### config.mk
export PLATFORM = sky130hd
export DESIGN_NAME = h_u_rca8_mp_seq
export DESIGN_NICKNAME = d
export VERILOG_FILES = /design/src/rtl/h_u_rca8_mp_seq.sv
export SDC_FILE = /design/constraint.sdc
export NUM_CORES = 1
export LEC_CHECK = 0
export CORE_MARGIN = 8
export CORE_UTILIZATION = 47
export DETAILED_ROUTE_END_ITERATION = 12
export GPL_ROUTABILITY_DRIVEN = 1
export PLACE_DENSITY = 0.75
export SYNTH_ARGS = -nofsm -noshare
export SYNTH_HDL_FRONTEND = slang
export SYNTH_SLANG_ARGS = --single-unit
### constraint.sdc
create_clock -name clk -period 7.55 [get_ports clk]
set_input_delay 0.755 -clock clk [delete_from_list [all_inputs] [get_ports clk]]
set_output_delay 0.755 -clock clk [all_outputs]
set_load 0.02 [all_outputs]
### src/rtl/h_u_rca8_mp_seq.sv
// Multi-precision unsigned adder: LIMBS x 8-bit operands summed one limb per clock
// through a shared 8-bit ripple-carry slice. Optional ovf port: H_U_RCA_MP_SEQ_OVF_EN.

module h_u_rca8_mp_seq_fa (
  input  logic a,
  input  logic b,
  input  logic cin,
  output logic s,
  output logic cout
);
  assign s    = a ^ b ^ cin;
  assign cout = (a & b) | (cin & (a ^ b));
endmodule

module h_u_rca8_mp_seq #(
  parameter int LIMBS = 4
) (
  input  logic               clk,
  input  logic               rst_n,
  input  logic               in_valid,
  output logic               in_ready,
  input  logic [8*LIMBS-1:0] a,
  input  logic [8*LIMBS-1:0] b,
  output logic               out_valid,
  input  logic               out_ready,
  output logic [8*LIMBS:0]   out,
  output logic               busy
`ifdef H_U_RCA_MP_SEQ_OVF_EN
  ,
  output logic               ovf
`endif
);
  localparam int W  = 8*LIMBS;
  localparam int CW = (LIMBS > 1) ? $clog2(LIMBS) : 1;

  typedef enum logic [1:0] {IDLE, RUN, DONE} state_t;

  state_t         state, state_nxt;
  logic [W-1:0]   a_sh, b_sh;
  logic           carry_q;
  logic [CW-1:0]  cnt;
  logic [W:0]     out_q;
  logic [8:0]     c;
  logic [7:0]     s;
  logic           accept, last;

  assign accept = in_valid & in_ready;
  assign last   = (cnt == CW'(LIMBS-1));

  // Shared slice: low limb of the shift registers plus the registered carry.
  assign c[0] = carry_q;
  for (genvar i = 0; i < 8; i++) begin : g_fa
    h_u_rca8_mp_seq_fa u_fa (
      .a   (a_sh[i]),
      .b   (b_sh[i]),
      .cin (c[i]),
      .s   (s[i]),
      .cout(c[i+1])
    );
  end

  always_ff @(posedge clk or negedge rst_n) begin
    if (!rst_n) state <= IDLE;
    else        state <= state_nxt;
  end

  always_comb begin
    state_nxt = state;
    case (state)
      IDLE:    if (accept) state_nxt = RUN;
      RUN:     if (last) state_nxt = DONE;
      DONE:    if (out_ready) state_nxt = IDLE;
      default: state_nxt = IDLE;
    endcase
  end

  // in_ready is gated by rst_n so it stays low while reset is held.
  always_comb begin
    in_ready  = 1'b0;
    out_valid = 1'b0;
    busy      = 1'b0;
    case (state)
      IDLE:    in_ready = rst_n;
      RUN:     busy = 1'b1;
      DONE: begin
        busy      = 1'b1;
        out_valid = 1'b1;
      end
      default: ;
    endcase
  end

  always_ff @(posedge clk or negedge rst_n) begin
    if (!rst_n) begin
      a_sh    <= '0;
      b_sh    <= '0;
      carry_q <= 1'b0;
      cnt     <= '0;
      out_q   <= '0;
    end else begin
      case (state)
        IDLE: if (accept) begin
          a_sh    <= a;
          b_sh    <= b;
          carry_q <= 1'b0;
          cnt     <= '0;
        end
        RUN: begin
          out_q[8*cnt +: 8] <= s;
          a_sh    <= a_sh >> 8;
          b_sh    <= b_sh >> 8;
          carry_q <= c[8];
          if (last) out_q[W] <= c[8];
          else      cnt      <= cnt + 1'b1;
        end
        default: ;
      endcase
    end
  end

  assign out = out_q;

`ifdef H_U_RCA_MP_SEQ_OVF_EN
  logic ovf_q;
  always_ff @(posedge clk or negedge rst_n) begin
    if (!rst_n)                    ovf_q <= 1'b0;
    else if (state == RUN && last) ovf_q <= c[7] ^ c[8];
  end
  assign ovf = ovf_q;
`endif

endmodule
# Word-level counts from Yosys, hierarchy flattened
# Cells that the tools add are included.
dict set report op_classes {
  add_sub_neg 2
  n_eq_ne 7
  shifts 2
  muxes 18
  bitwise_logic 41
  n_reduce_logical 6
}
# operator count
set ops {}
lappend ops {{case mux 32 bit (2 select lines)} 2}
lappend ops {{2-to-1 mux 32 bit} 2}
lappend ops {{negation 5 -> 34 bit} 1}
lappend ops {{variable shift 8 x 34 -> 33 bit, first input constant} 1}
lappend ops {{variable part select 8 x 34 -> 33 bit} 1}
lappend ops {{bitwise mux 33 bit} 1}
lappend ops {{AND 1 bit} 17}
lappend ops {{XOR 1 bit} 16}
lappend ops {{2-to-1 mux 2 bit} 5}
lappend ops {{inequality test 2 bit, second input constant} 4}
lappend ops {{OR 1 bit} 8}
lappend ops {{case mux 2 bit (3 select lines)} 1}
lappend ops {{AND reduction 3 bit} 2}
lappend ops {{2-to-1 mux 1 bit} 5}
lappend ops {{equality test 2 bit, second input constant} 2}
lappend ops {{case mux 2 bit (2 select lines)} 1}
lappend ops {{adder 2 x 1 -> 2 bit, second input constant} 1}
lappend ops {{equality test 2 x 1 -> 1 bit, second input constant} 1}
lappend ops {{zero test 2 bit} 1}
lappend ops {{case mux 1 bit (2 select lines)} 1}
lappend ops {{AND reduction 2 bit} 1}
lappend ops {{nonzero test 2 bit} 1}
lappend ops {{OR reduction 2 bit} 1}
dict set report word_totals {
  register_bits 102
  in_bits 68
  out_inout_bits 36
  elab_cells 82
}

# Logic depth before layout (Yosys ltp)
# Gate-level depths: netlist of run 1.
dict set report logic_depth {
  depth_word 19
  ltp_mapped 14
}

# Modules after synthesis
# From an unflattened synthesis of run 1, not the netlist that was laid out.
dict set report hier_totals {
  hier_cells 385
  hier_area_um2 4657.0
}
# mod n_inst cells_per_inst area_each_um2 seq_area_each_um2
set modules_own_cells {}
lappend modules_own_cells {h_u_rca8_mp_seq 1 377 4496.8 2552.4}
lappend modules_own_cells {h_u_rca8_mp_seq_fa 8 1 20.0 0.0}

# Worst setup path after synthesis of run 1
# Ideal clock, no wire load.
dict set report synth_timing {
  kind {reg-to-reg}
  from {register carry_q}
  to {register out_q[15] (netlist: out[15])}
  setup_time_ns 0.121
  t_arrival_ns 3.455
  slack_ns 3.974
  path_stages_with_launch 14
  path_buffers 0
  period_less_slack_ns 3.576
  cell_sequence {dfrtp_1 fa_1 fa_1 fa_1 inv_1 fa_1 inv_1 fa_1 fa_1 inv_1 fa_1 inv_1 fa_1 a22o_1}
}
dict set report synth_via {
  elab_chain_len 17
}
# item line
set synth_rtl {}
lappend synth_rtl {{from (decl)} 40} ;# logic carry_q;
lappend synth_rtl {{from (signal assigned)} 112} ;# carry_q <= c[8];
lappend synth_rtl {{AND 1 bit} 12} ;# assign cout = (a & b) | (cin & (a ^ b));
lappend synth_rtl {{OR 1 bit} 12}
lappend synth_rtl {{AND 1 bit} 12}
lappend synth_rtl {{OR 1 bit} 12}
lappend synth_rtl {{AND 1 bit} 12}
lappend synth_rtl {{OR 1 bit} 12}
lappend synth_rtl {{AND 1 bit} 12}
lappend synth_rtl {{OR 1 bit} 12}
lappend synth_rtl {{AND 1 bit} 12}
lappend synth_rtl {{OR 1 bit} 12}
lappend synth_rtl {{AND 1 bit} 12}
lappend synth_rtl {{OR 1 bit} 12}
lappend synth_rtl {{AND 1 bit} 12}
lappend synth_rtl {{OR 1 bit} 12}
lappend synth_rtl {{XOR 1 bit} 11} ;# assign s = a ^ b ^ cin;
lappend synth_rtl {{variable part select 8 x 34 -> 33 bit *} 109} ;# out_q[8*cnt +: 8] <= s;
lappend synth_rtl {{bitwise mux 33 bit *} 109}
lappend synth_rtl {{to (signal, indexed assignment)} 109}
lappend synth_rtl {{to (signal, indexed assignment)} 113} ;# if (last) out_q[W] <= c[8];
lappend synth_rtl {{to (decl)} 42} ;# logic [W:0] out_q;
# Mark *: on every way between the ends. The rest lies on a longest branch, timed or not.
# A chain may end at the register's enable or synchronous reset.

# Worst setup path in the final report of run 1
dict set report layout_timing {
  from {register carry_q}
  to {register out_q[31] (netlist: out[31])}
}
# Same word-level chain as after synthesis.

==> impl_metrics.env, run 1 <==
export IMPL_rsz0062_at_grt="no"
export IMPL_relSlewSlack_pct=23.1
export IMPL_drt_first_iter_violations=136
export IMPL_row_count=36
export IMPL_dieArea_um2=13500
export IMPL_coreArea_um2=9730
export IMPL_post_place_ws_ns=3.77
export IMPL_p_per_area_nw_per_um2=407
export IMPL_vias=3390
export IMPL_routed_wl_um=10700
export IMPL_period_share_pct=49.9
export IMPL_cts_root_buf="clkbuf_8"
export IMPL_power_total_uw=2420
export IMPL_maxSlewViolCount=0
export IMPL_synth_most_common_cell="dfrtp_1"
export IMPL_cts_buffers=9
export IMPL_synth_top_family_by_area="compound AO/OA/AOI/OAI gates"
export IMPL_postRouteAntennaNets=0
export IMPL_die_h_um=116
export IMPL_pin_count=104
export IMPL_area_growth_pct=26.7
export IMPL_synth_top_area_share_pct=54.3
export IMPL_grt_pass1_vias=3462
export IMPL_synthArstFlopShare_pct=100
export IMPL_ys_seq_elements=102
export IMPL_crit_type="flop to flop"
export IMPL_synth_area_top_cells="dfrtp_1, mux2i_1, o21ai_0"
export IMPL_gp_congestion=0.794
export IMPL_grt_pass1_wl_um=17600
export IMPL_avgViaCountPerCell=5.36
export IMPL_diodes=0
export IMPL_ir_worst_vdd_mv=0.168
export IMPL_finalSetupViolations=0
export IMPL_die_w_um=116
export IMPL_synth_area_um2=4700
export IMPL_synthFlopType="dfrtp_1"
export IMPL_synth_simple_area_share_pct=4.66
export IMPL_tns_ns=0
export IMPL_wl_per_cell_um=16.9
export IMPL_ys_seq_area_share_pct=54.3
export IMPL_end_kind="flop"
export IMPL_grt_usage_pct=16.4
export IMPL_skew_ns=0.0102
export IMPL_dp_hpwl_um=7680
export IMPL_synth_enable_flop_cells=0
export IMPL_synthMuxAreaShare_pct=10.7
export IMPL_cts_buffer_depth=2
export IMPL_post_route_util_pct=61.2
export IMPL_tightest_slew_ns=1.15
export IMPL_n_fill_cell=861
export IMPL_yosysTopAreaCell="dfrtp_1"
export IMPL_cts_hold_buf=0
export IMPL_synthXorXnorAreaFrac_pct=0
export IMPL_startpoint="carry_q"
export IMPL_hold_violations=0
export IMPL_fin_crit_ns=3.77
export IMPL_tritoncts="built"
export IMPL_max_freq_mhz=265
export IMPL_crit_path_start_kind="flop"
export IMPL_synth_fp_nets=492
export IMPL_synthAdderAreaFrac_pct=6.33
export IMPL_drive_gt1_share_pct=5.01
export IMPL_synth_common_cells="dfrtp_1, o21ai_0, mux2i_1"
export IMPL_maxCapViolations=0
export IMPL_antenna_found_initial=0
export IMPL_clk_latency_ns=0.36
export IMPL_h_tree_depth=3
export IMPL_grt_max_degree=68
export IMPL_post_cts_resized=0
export IMPL_synth_compound_area_share_pct=19.9
export IMPL_nets=581
export IMPL_grt_overflow_total=0
export IMPL_synthCells=405
export IMPL_clk_pin_slew_ns=0.10
export IMPL_drc=0
export IMPL_synth_distinct_cells=37
export IMPL_cts_sinks=102
export IMPL_required_ns=7.81
export IMPL_r2r_start="carry_q"
export IMPL_io_buffers=103
export IMPL_cp_max_fo=4
export IMPL_arrival_ns=4.03
export IMPL_synth_avg_cell_area_um2=11.6
export IMPL_drt_pass1_iterations=6
export IMPL_status="finished clean"
export IMPL_initial_core_util_pct=48.3
export IMPL_p_leak_uw=0.00257
export IMPL_holdWs_ns=0.387
export IMPL_yosysWarnings=0
export IMPL_hold_path_class="input port to asynchronous set/reset pin"
export IMPL_layout_setup_ws_ns=3.78
export IMPL_postCtsSetupBuffers=0
-- kinds of logic (layout without fill, tap and decap cells) --
logic type / Yosys count / count (layout)
mux: 50 / 50
simple gates: 40 / 40
compound gates: 153 / 153
flops: 102 / 102
fa+ha+maj: 19 / 19
buf+inv: 41 / 135
-- layer usage --
layer	track usage, %	share of wire, %
met1	22.2	46
met4	5.45	1.4
met3	3.91	6.7
met5	0	0
met2	25.4	46
-- critical path, stage by stage, from the launching register on --
cell     delay, ns
dfrtp_1       0.41
fa_1          0.45
fa_1          0.39
fa_1          0.36
inv_1         0.07
fa_1          0.16
inv_1         0.05
fa_1          0.37
fa_1          0.37
inv_1         0.08
fa_1          0.16
inv_1         0.05
fa_1          0.51
a22o_1        0.23
-- cell usage in the layout (no fill, tap or decap), drive strengths merged --
cell type,n
ha,11
inv,16
and3,2
or4b,1
mux2,2
and2b,1
a221o,1
clkinvlp,2
dfrtp,102
a21boi,1
fa,8
nor2,3
o2bb2ai,1
a21oi,3
or2,1
buf,3
clkinv,1
and2,2
o31ai,1
nor3b,1
mux2i,48
a22o,37
nand3,6
nand2,18
clkdlybuf4s50,102
nand4,1
nor2b,1
and4b,1
a221oi,1
nor4b,2
clkbuf,11
a21o,1
o21ai,107
-- stage by stage --
step	instance area, um^2	std cells
CTS	5960	632
floorplan	4700	405
detailed placement	5780	616
finish	5960	632
global route	5960	632
global placement	5780	616
-- report_power, final --
part           leakage [uW]  switching [uW]  total, uW  internal (uW)
logic               0.00115             681       1200            514
clock network     0.0000805             192        315            123
registers           0.00133             139        914            774
-- layout make-up --
class | instances | area, um^2 | area share [%]
flip-flops and latches | 102 | 2550 | 42.9
multi-input cells | 262 | 1970 | 33.0
repair buffers | 105 | 1040 | 17.5
well taps | 133 | 166 | 2.79
clock buffers | 11 | 131 | 2.21
inverters | 14 | 52.6 | 0.882
clock inverters | 5 | 41.3 | 0.693
-- worst paths after layout --
check	endpoint	cells after the start	slack (ns)
min in group clk	out[16]	2	0.49
max in group asynchronous	out[14]	2	5.99
min reg2reg	out[16]	2	0.49
min	b_sh[2]	1	0.39
max	out[31]	13	3.78
max reg2reg	out[31]	13	3.78
-- registers in the layout (all words and copies together) (netlist names) --
name,count
state,2
a_sh,32
out,33
b_sh,32
cnt,2
carry_q,1
Power figures use the tool's default switching activity.
==> run 2: changes to the inputs <==
==> constraint.sdc (replaced) <==
create_clock -name clk -period 3.6 [get_ports clk]
set_input_delay 0.36 -clock clk [delete_from_list [all_inputs] [get_ports clk]]
set_output_delay 0.36 -clock clk [all_outputs]
set_load 0.02 [all_outputs]
==> run 2 against run 1 <==
Net effect: fmax is 7.4% higher; combinational power increased by 110%; sequential power up 110%; critical path type unchanged; utilization increased by 0.57 points; first-iteration DRC count grew 60%; clock power up 120%; register-to-register slack worse by 3.7 ns.
==> impl_metrics.env, run 2 (same netlist as run 1, synthesis figures left out) <==
export IMPL_hold_violations=0
export IMPL_fin_crit_ns=3.51
export IMPL_postRouteAntennaNets=0
export IMPL_grt_max_degree=72
export IMPL_cp_endpoint="out[23]"
export IMPL_grt_usage_pct=16.8
export IMPL_nets=584
export IMPL_post_place_ws_ns=-0.128
export IMPL_die_h_um=116
export IMPL_coreArea_um2=9730
export IMPL_cts_buffers=9
export IMPL_p_leak_uw=0.00259
export IMPL_tightest_slew_ns=0.861
export IMPL_diodes=0
export IMPL_crit_type="flop to flop"
export IMPL_initial_core_util_pct=48.3
export IMPL_maxSlewViolCount=0
export IMPL_grt_pass1_vias=3634
export IMPL_netSwitchingPower_uw=2130
export IMPL_h_tree_depth=3
export IMPL_max_freq_mhz=285
export IMPL_largest_reg_flops=33
export IMPL_grt_pass1_wl_um=18100
export IMPL_intPower_uw=3060
export IMPL_clk_latency_ns=0.35
export IMPL_power_frac_clock_pct=13.5
export IMPL_cp_max_fo=4
export IMPL_ir_worst_vdd_mv=0.332
export IMPL_io_buffers=103
export IMPL_layout_setup_ws_ns=0.0904
export IMPL_r2r_start="carry_q"
export IMPL_cp_depth=13
export IMPL_drt_pass1_iterations=4
export IMPL_cp_slowest_cell="fa_2"
export IMPL_gp_congestion=0.787
export IMPL_critical_path_most_common_cell="fa_2"
export IMPL_r2r_end="out[23]"
export IMPL_final_area_um2=6010
export IMPL_rsz0062_at_grt="yes"
export IMPL_grt_overflow_total=0
export IMPL_pwr_share_seq_pct=37.0
export IMPL_cts_buffer_depth=2
export IMPL_p_comb_share_pct=49.5
export IMPL_slowest_delay_ns=0.48
export IMPL_p_per_area_nw_per_um2=864
export IMPL_path_buf_inv=4
export IMPL_dp_cells=618
export IMPL_end_kind="flop"
export IMPL_required_ns=3.84
export IMPL_reg2reg_depth=13
export IMPL_finalSetupViolations=0
export IMPL_stdcell_count=634
export IMPL_cts_root_buf="clkbuf_8"
export IMPL_drt_first_iter_violations=218
export IMPL_tritoncts="built"
export IMPL_maxCapViolations=0
export IMPL_dp_hpwl_um=7870
export IMPL_cts_sinks=102
export IMPL_place_area_um2=5800
export IMPL_arrival_ns=3.75
export IMPL_avgViaCountPerCell=5.43
export IMPL_clk_pin_slew_ns=0.09
export IMPL_die_w_um=116
export IMPL_startpoint="carry_q"
export IMPL_tns_ns=0
export IMPL_switching_share_pct=41.0
export IMPL_status="finished clean"
export IMPL_antenna_found_initial=0
export IMPL_relSlewSlack_pct=42.6
export IMPL_crit_chain="fa_2, fa_2, fa_2, inv_2, fa_2, inv_2, fa_2, fa_2, inv_2, fa_1, inv_2, fa_2, a22o_1"
export IMPL_pin_count=104
export IMPL_postCtsSetupBuffers=0
export IMPL_mostFrequentLayoutCells="dfrtp_1, clkdlybuf4s50_1, o21ai_0, mux2i_1, a22o_1"
export IMPL_period_share_pct=97.5
export IMPL_vias=3443
export IMPL_drc=0
export IMPL_routed_wl_um=11000
export IMPL_holdWs_ns=0.485
export IMPL_wl_per_cell_um=17.3
export IMPL_crit_path_start_kind="flop"
export IMPL_skew_ns=0.0145
export IMPL_hold_path_class="flop to flop"
export IMPL_dieArea_um2=13500
export IMPL_cp_top_family="adder cells"
export IMPL_row_count=36
export IMPL_drive_gt1_share_pct=7.58
export IMPL_reg2reg_slack_ns=0.09
export IMPL_area_growth_pct=27.9
[run 2: changes by cell type in the layout (fill, tap and decap cells not counted), sizes merged]
| cell | change |
|---|---|
| buf | +2 |
| clkinv | +1 |
| clkinvlp | -2 |
| dlygate4sd3 | +1 |
| clkbuf | -1 |
| bufinv | +1 |
[run 2: metal layers]
metal	wire [um]	vias to the layer above	GRT usage, %
met3	941	6	5.16
met5	0	-	0
met2	5110	126	27.2
met4	88	0	4.67
li1	-	1656	-
met1	4820	1655	21.2
[run 2: layout make-up]
cell class / instances / area (um^2)
fillers: 825 / 3720
flip-flops and latches: 102 / 2550
multi-input cells: 262 / 1990
repair buffers: 108 / 1070
well taps: 133 / 166
clock buffers: 10 / 128
clock inverters: 5 / 57.6
inverters: 14 / 52.6
[run 2: per-stage QoR]
stage	power, uW	utilization, %
floorplan	3670	-
global placement	4390	59.6
detailed placement	4480	59.6
CTS	5220	61.8
global route	5590	61.8
finish	5190	61.8
[run 2: timing repair]
| action | in CTS | in global routing |
|---|---|---|
| pin swaps | 5 | 3 |
| hold buffers | 1 | 0 |
| resized for setup | 8 | 3 |
| endpoints found under the setup margin | 5 | 5 |
| hold endpoints to repair | 31 | 0 |
[run 2: how the worst min path moves through the flow]
stage,startpoint,to,depth (start not counted)
6_report,out[16],out[16],2
5_1_grt,out[19],out[19],2
4_1_cts,out[19],out[19],2
3_5_place_dp,rst_n,b_sh[8],1
3_3_place_gp,rst_n,b_sh[8],1
2_1_floorplan,rst_n,a_sh[0],0
[run 2: power groups by stage]
stage	logic, uW	registers [uW]	clock network (uW)
global placement	2470	1920	0
global route	2850	1990	756
CTS	2580	1930	714
finish	2570	1920	700
floorplan	1670	2000	0
detailed placement	2540	1950	0
[run 2: worst reg2reg max path: cells and delay by family, from the launching register on]
| family | cells | cell delay (ns) |
|---|---|---|
| buffers and inverters | 4 | 0.20 |
| AOI/OAI and AO/OA | 1 | 0.21 |
| DFF | 1 | 0.41 |
| adders and majority gates | 8 | 2.59 |
==> run 3: changes to the inputs <==
--- a/config.mk
+++ b/config.mk
@@ -7,6 +7,7 @@
 export LEC_CHECK = 0
 export CORE_MARGIN = 8
 export CORE_UTILIZATION = 47
+export CTS_CLUSTER_DIAMETER = 80
 export DETAILED_ROUTE_END_ITERATION = 12
 export GPL_ROUTABILITY_DRIVEN = 1
 export PLACE_DENSITY = 0.75
==> results of run 3 <==
Same layout as run 2: the final DEF is identical, and so are final timing and power.
==> patch 1: new RTL, settings of run 1 <==
Set the parameter `LIMBS` to 8 (it was 4).
--- a/src/rtl/h_u_rca8_mp_seq.sv
+++ b/src/rtl/h_u_rca8_mp_seq.sv
@@ -13,7 +13,7 @@
 endmodule
 
 module h_u_rca8_mp_seq #(
-  parameter int LIMBS = 4
+  parameter int LIMBS = 8
 ) (
   input  logic               clk,
   input  logic               rst_n,
Interface: changed (resized a, b and out); port bits go from 104 to 200. The function was not compared with the original's and may differ.
==> patch 1 against run 1 <==
- sequential share of layout area shrank 1.6 points
- final area grew 100%
- critical endpoint is now out[47]
- critical path type unchanged
- sequential cell count grew 97
- synthesized area grew 98%
- total power grew 120%
- highest routed layer is now met5
- final cell count grew 76%
- first-iteration DRC count grew 120%
- fmax grew 6.5%
- worst setup slack gained 230 ps
- wire length grew 100%
==> patch 1: results (changes against run 1) <==
Layout
  – Layout cells sized above 1: 0.270 (was 0.0501)
  – Filler cell count in the final layout: 1,478 (was 861)
  – Final Net Count: 984 (was 581)
  – Max reg flops: 65 (was 33)

Placed design
  – Placed Cells: 1,082 (was 616)
  – Post-DP HPWL: 16.1 mm (was 7.68 mm)
  – I/O Buffers: 199 (was 103)
  – Final GP Congestion: 0.828 (was 0.794)

STA
  – Measured slew at the worst slew-check pin: 1130 ps (was 1150 ps)

Clock tree
  – Root Driver: clkbuf_16 (was clkbuf_8)
  – Cts bufs inserted: 17 (was 9)
  – Clock-pin transition on the worst setup and hold timing paths: 80 ps (was 100 ps)

Power and ir drop
  – P_leak: 5.19 nW (was 2.57 nW)
  – Peak VDD IR: 0.285 mV (was 0.168 mV)

Synth
  – Unique masters post-synth: 33 (was 37)
  – Commonest cells post-synth: dfrtp_1 (199), mux2_2 (180), mux2_1 (63) (was dfrtp_1 (102), o21ai_0 (96), mux2i_1 (48))
  – Synth area leaders: dfrtp_1 (54%), mux2_2 (22%), mux2_1 (7.6%) (was dfrtp_1 (54%), mux2i_1 (10%), o21ai_0 (10%))

Status
  – Status: finished, final reports clean (unchanged)

Setup path
  – CP arrival: 3860 ps (was 4030 ps)
  – Largest fanout on the critical path: 8 (was 4)

Routing
  – Total Routed Length: 21.6 mm (was 10.7 mm)
  – First DRT Iteration DRCs: 300 (was 136)
  – Drt first pass iters: 4 (was 6)
  – Routed len/inst: 19.4 um (was 16.9 um)

Global route
  – Gr usage total: 0.180 (was 0.164)
-- patch 1: stage by stage --
stage / utilization / power [mW] / hold WS [ps] / instance area, sq um / worst slack [ps]
floorplan: - / 3.62 / 459 / 9290 / 4230
global placement: 0.588 / 4.33 / 470 / 11400 / 4070
detailed placement: 0.588 / 4.45 / 477 / 11400 / 4010
CTS: 0.620 / 5.40 / 286 / 12100 / 4000
global route: 0.620 / 5.69 / 298 / 12100 / 3820
finish: 0.620 / 5.35 / 274 / 12100 / 4010
-- patch 1: cell type report --
cell class | count | area share
clock inverter | 15 | 0.0166
tap | 265 | 0.0275
inverter | 31 | 0.00964
multi-input combinational | 383 | 0.330
clock buffer | 17 | 0.0352
sequential | 199 | 0.413
timing repair buffer | 204 | 0.168
-- patch 1: cell families after synthesis --
kind of cell | Yosys count | share of synthesized area
AO/OA/AOI/OAI | 61 | 0.0469
adder cells (fa/ha/maj) | 16 | 0.0280
buffers and inverters | 70 | 0.0374
flip-flops | 199 | 0.536
multiplexers | 275 | 0.329
AND/OR/NAND/NOR | 31 | 0.0228
-- patch 1: layer usage --
metal | track usage | part of all wire
met5 | 0 | 0.0015
met1 | 0.220 | 0.43
met3 | 0.0560 | 0.071
met4 | 0.0458 | 0.012
met2 | 0.305 | 0.49
-- patch 1: final timing paths --
path,start,endpoint,slack (ps),cells after the start
max,carry_q,out[47],4010,11
min,rst_n,cnt[0],270,1
max reg2reg,carry_q,out[47],4010,11
min reg2reg,b_sh[21],b_sh[21],490,1
max in group asynchronous,rst_n,a_sh[17],5910,2
min in group clk,b_sh[21],b_sh[21],490,1
-- patch 1: report_power, final --
group	leakage, nW	switching [mW]	internal (mW)
clock network	0.304	0.457	0.482
registers	2.48	0.283	1.58
logic	2.41	1.25	1.29
total	5.19	1.99	3.35
==> patch 2: new RTL, config.mk and constraints of run 1 <==
Without the edit above. Re-encode `state_t` (3 states) as one-hot, 3 bits wide.
--- a/src/rtl/h_u_rca8_mp_seq.sv
+++ b/src/rtl/h_u_rca8_mp_seq.sv
@@ -33,7 +33,7 @@
   localparam int W  = 8*LIMBS;
   localparam int CW = (LIMBS > 1) ? $clog2(LIMBS) : 1;
 
-  typedef enum logic [1:0] {IDLE, RUN, DONE} state_t;
+  typedef enum logic [2:0] {IDLE = 3'b001, RUN = 3'b010, DONE = 3'b100} state_t;
 
   state_t         state, state_nxt;
   logic [W-1:0]   a_sh, b_sh;
Behaviour: no difference found for any inputs over 10 cycles, from zero or initial values and one cycle with rst_n low; not proved beyond that.
==> patch 2 against run 1 <==
- first-iteration DRC count rose by 130%
- sequential cell count is 1 higher
- highest routed layer unchanged
- via count rose by 19%
- wire length increased by 19%
- worst hold slack worse by 8.6 ps
- worst setup slack got worse by 78 ps
- synthesized area grew 22%
- final area grew 15%
- critical path depth grew 1
Power is not compared: it rests on default switching activity, and its combinational part moved more than twofold at a synthesized area within 25%.
==> patch 2: results (changes against run 1) <==
Global route
  – Vias in the first global route: 4,363 (was 3,462)
  – Largest net degree at the start of global routing: 68 (unchanged)
  – Gr usage total: 0.165 (was 0.164)
  – Initial antenna violation count: 0 (unchanged)
  – First-pass GRT wire length: 21.8 mm (was 17.6 mm)
  – M1 GR Usage: 0.217 (was 0.222)
  – Grt met2 use: 0.271 (was 0.254)
  – Routing usage on met3: 0.0338 (was 0.0391)

Synth
  – Synth Area in Adders: 0.0433 (was 0.0633)
  – Syn nets: 608 (was 492)
  – Fraction of registers with async set/reset: 1.00 (unchanged)
  – Synth area leaders: dfrtp_1 (45%), o211ai_2 (11%), nand3_2 (6.8%) (was dfrtp_1 (54%), mux2i_1 (10%), o21ai_0 (10%))
  – Post-synthesis mux area share: 0.00350 (was 0.107)
  – Sequential share of the synthesized area: 0.451 (was 0.543)
  – Unique masters post-synth: 35 (was 37)
  – Synth Area in Compound Gates: 0.183 (was 0.199)
  – Post-Syn Instances: 525 (was 405)
  – Commonest cells post-synth: dfrtp_1 (102), nand2_1 (88), nand2_2 (48), o211ai_2 (48), nand3_2 (39) (was dfrtp_1 (102), o21ai_0 (96), mux2i_1 (48))

Layout
  – Final Net Count: 682 (was 581)
  – Filler cell count in the final layout: 1,042 (was 861)
  – Non-Filler Instances: 751 (was 632)
  – Layout cells sized above 1: 0.272 (was 0.0501)
  – Ant. Diodes: 0 (unchanged)

Routing
  – Drt first pass iters: 5 (was 6)
  – Routed len/inst: 16.9 um (about the same)
  – First DRT Iteration DRCs: 317 (was 136)
  – Vias per Instance: 5.39 (was 5.36)

Setup path
  – CP arrival: 4040 ps (was 4030 ps)
  – Reg2reg setup slack: 3700 ps (was 3780 ps)
  – Largest fanout on the critical path: 4 (unchanged)

Clock tree
  – CTS Buffer Depth: 2 (unchanged)
  – Clock-pin transition on the worst setup and hold timing paths: 70 ps (was 100 ps)
  – Post-CTS Setup Repair Bufs: 0 (unchanged)
  – Clk_lat worst skew: 340 ps (was 360 ps)
  – Root Driver: clkbuf_16 (was clkbuf_8)
  – Post_cts resized: 0 (unchanged)
  – Cts bufs inserted: 9 (unchanged)

STA
  – Measured slew at the worst slew-check pin: 1030 ps (was 1150 ps)
  – Worst Skew: 4.39 ps (was 10.2 ps)

Placed design
  – Final GP Congestion: 0.776 (was 0.794)
  – Placement Cell Area: 0.00655 sq mm (was 0.00578 sq mm)
  – Post-DP HPWL: 8.99 mm (was 7.68 mm)
  – Placed Cells: 735 (was 616)

Power and ir drop
  – Peak VDD IR: 0.129 mV
  – P_leak: 2.86 nW
  – P_int: 1.18 mW

Status
  – Status: finished, final reports clean (unchanged)
## patch 2: changes by cell type in the layout (fill, tap and decap cells not counted), sizes merged, moves of 8 or more
| cell | change |
|---|---|
| nand3 | +58 |
| o211ai | +48 |
| o31ai | +32 |
| o21ai | -89 |
| nand2 | +118 |
| a21oi | +15 |
| inv | +8 |
| a22o | -37 |
| mux2i | -46 |
## patch 2: per-layer routing
metal | share of wire | wire length [um]
met5 | 0 | 0
met1 | 0.46 | 5820
met4 | 0.011 | 146
met3 | 0.053 | 671
met2 | 0.48 | 6090
## patch 2: critical path, stage by stage (launching register included)
cell     delay, ps
dfrtp_1        330
inv_1           80
fa_1           450
fa_1           400
fa_1           390
fa_1           390
fa_1           370
inv_1           70
fa_1           150
inv_1           50
fa_1           360
inv_1           70
fa_1           400
inv_1          120
o31ai_1         90
## patch 2: area by class of cell
cell class,instances,area share
Clock buffer,12,0.0360
Tap cell,147,0.0268
Multi-Input combinational cell,353,0.384
Inverter,23,0.0130
Sequential cell,103,0.376
Timing Repair Buffer,109,0.156
Clock inverter,4,0.00785
## patch 2: logic make-up after synthesis
kind of cell / count (synthesis)
DFF: 103
AOI/OAI and AO/OA: 119
buffers and inverters: 69
and+or+nand+nor: 217
adders and majority gates: 15
muxes: 2
## patch 2: power by group through the flow
stage / Clock (mW) / Combinational [mW] / Sequential, mW
CTS: 0.476 / 0.539 / 0.768
global route: 0.499 / 0.592 / 0.786
detailed placement: 0 / 0.536 / 0.779
global placement: 0 / 0.523 / 0.771
floorplan: 0 / 0.360 / 0.780
finish: 0.468 / 0.527 / 0.768
## patch 2: worst paths after layout
path / end / cells after the start / from
max: out[31] / 14 / carry_q
min: out[16] / 1 / rst_n
max reg2reg: out[31] / 14 / carry_q
min reg2reg: out[13] / 2 / out[13]
max in group asynchronous: b_sh[4] / 2 / rst_n
min in group clk: out[13] / 2 / out[13]
## patch 2: per-stage QoR
| step | hold slack [ps] | setup WS (ps) | utilization | power (mW) |
|---|---|---|---|---|
| 2_1_floorplan | 459 | 3910 | - | 1.14 |
| 3_3_place_gp | 458 | 3750 | 0.548 | 1.29 |
| 3_5_place_dp | 469 | 3720 | 0.548 | 1.31 |
| 4_1_cts | 398 | 3710 | 0.573 | 1.78 |
| 5_1_grt | 421 | 3500 | 0.573 | 1.88 |
| 6_report | 379 | 3700 | 0.573 | 1.76 |
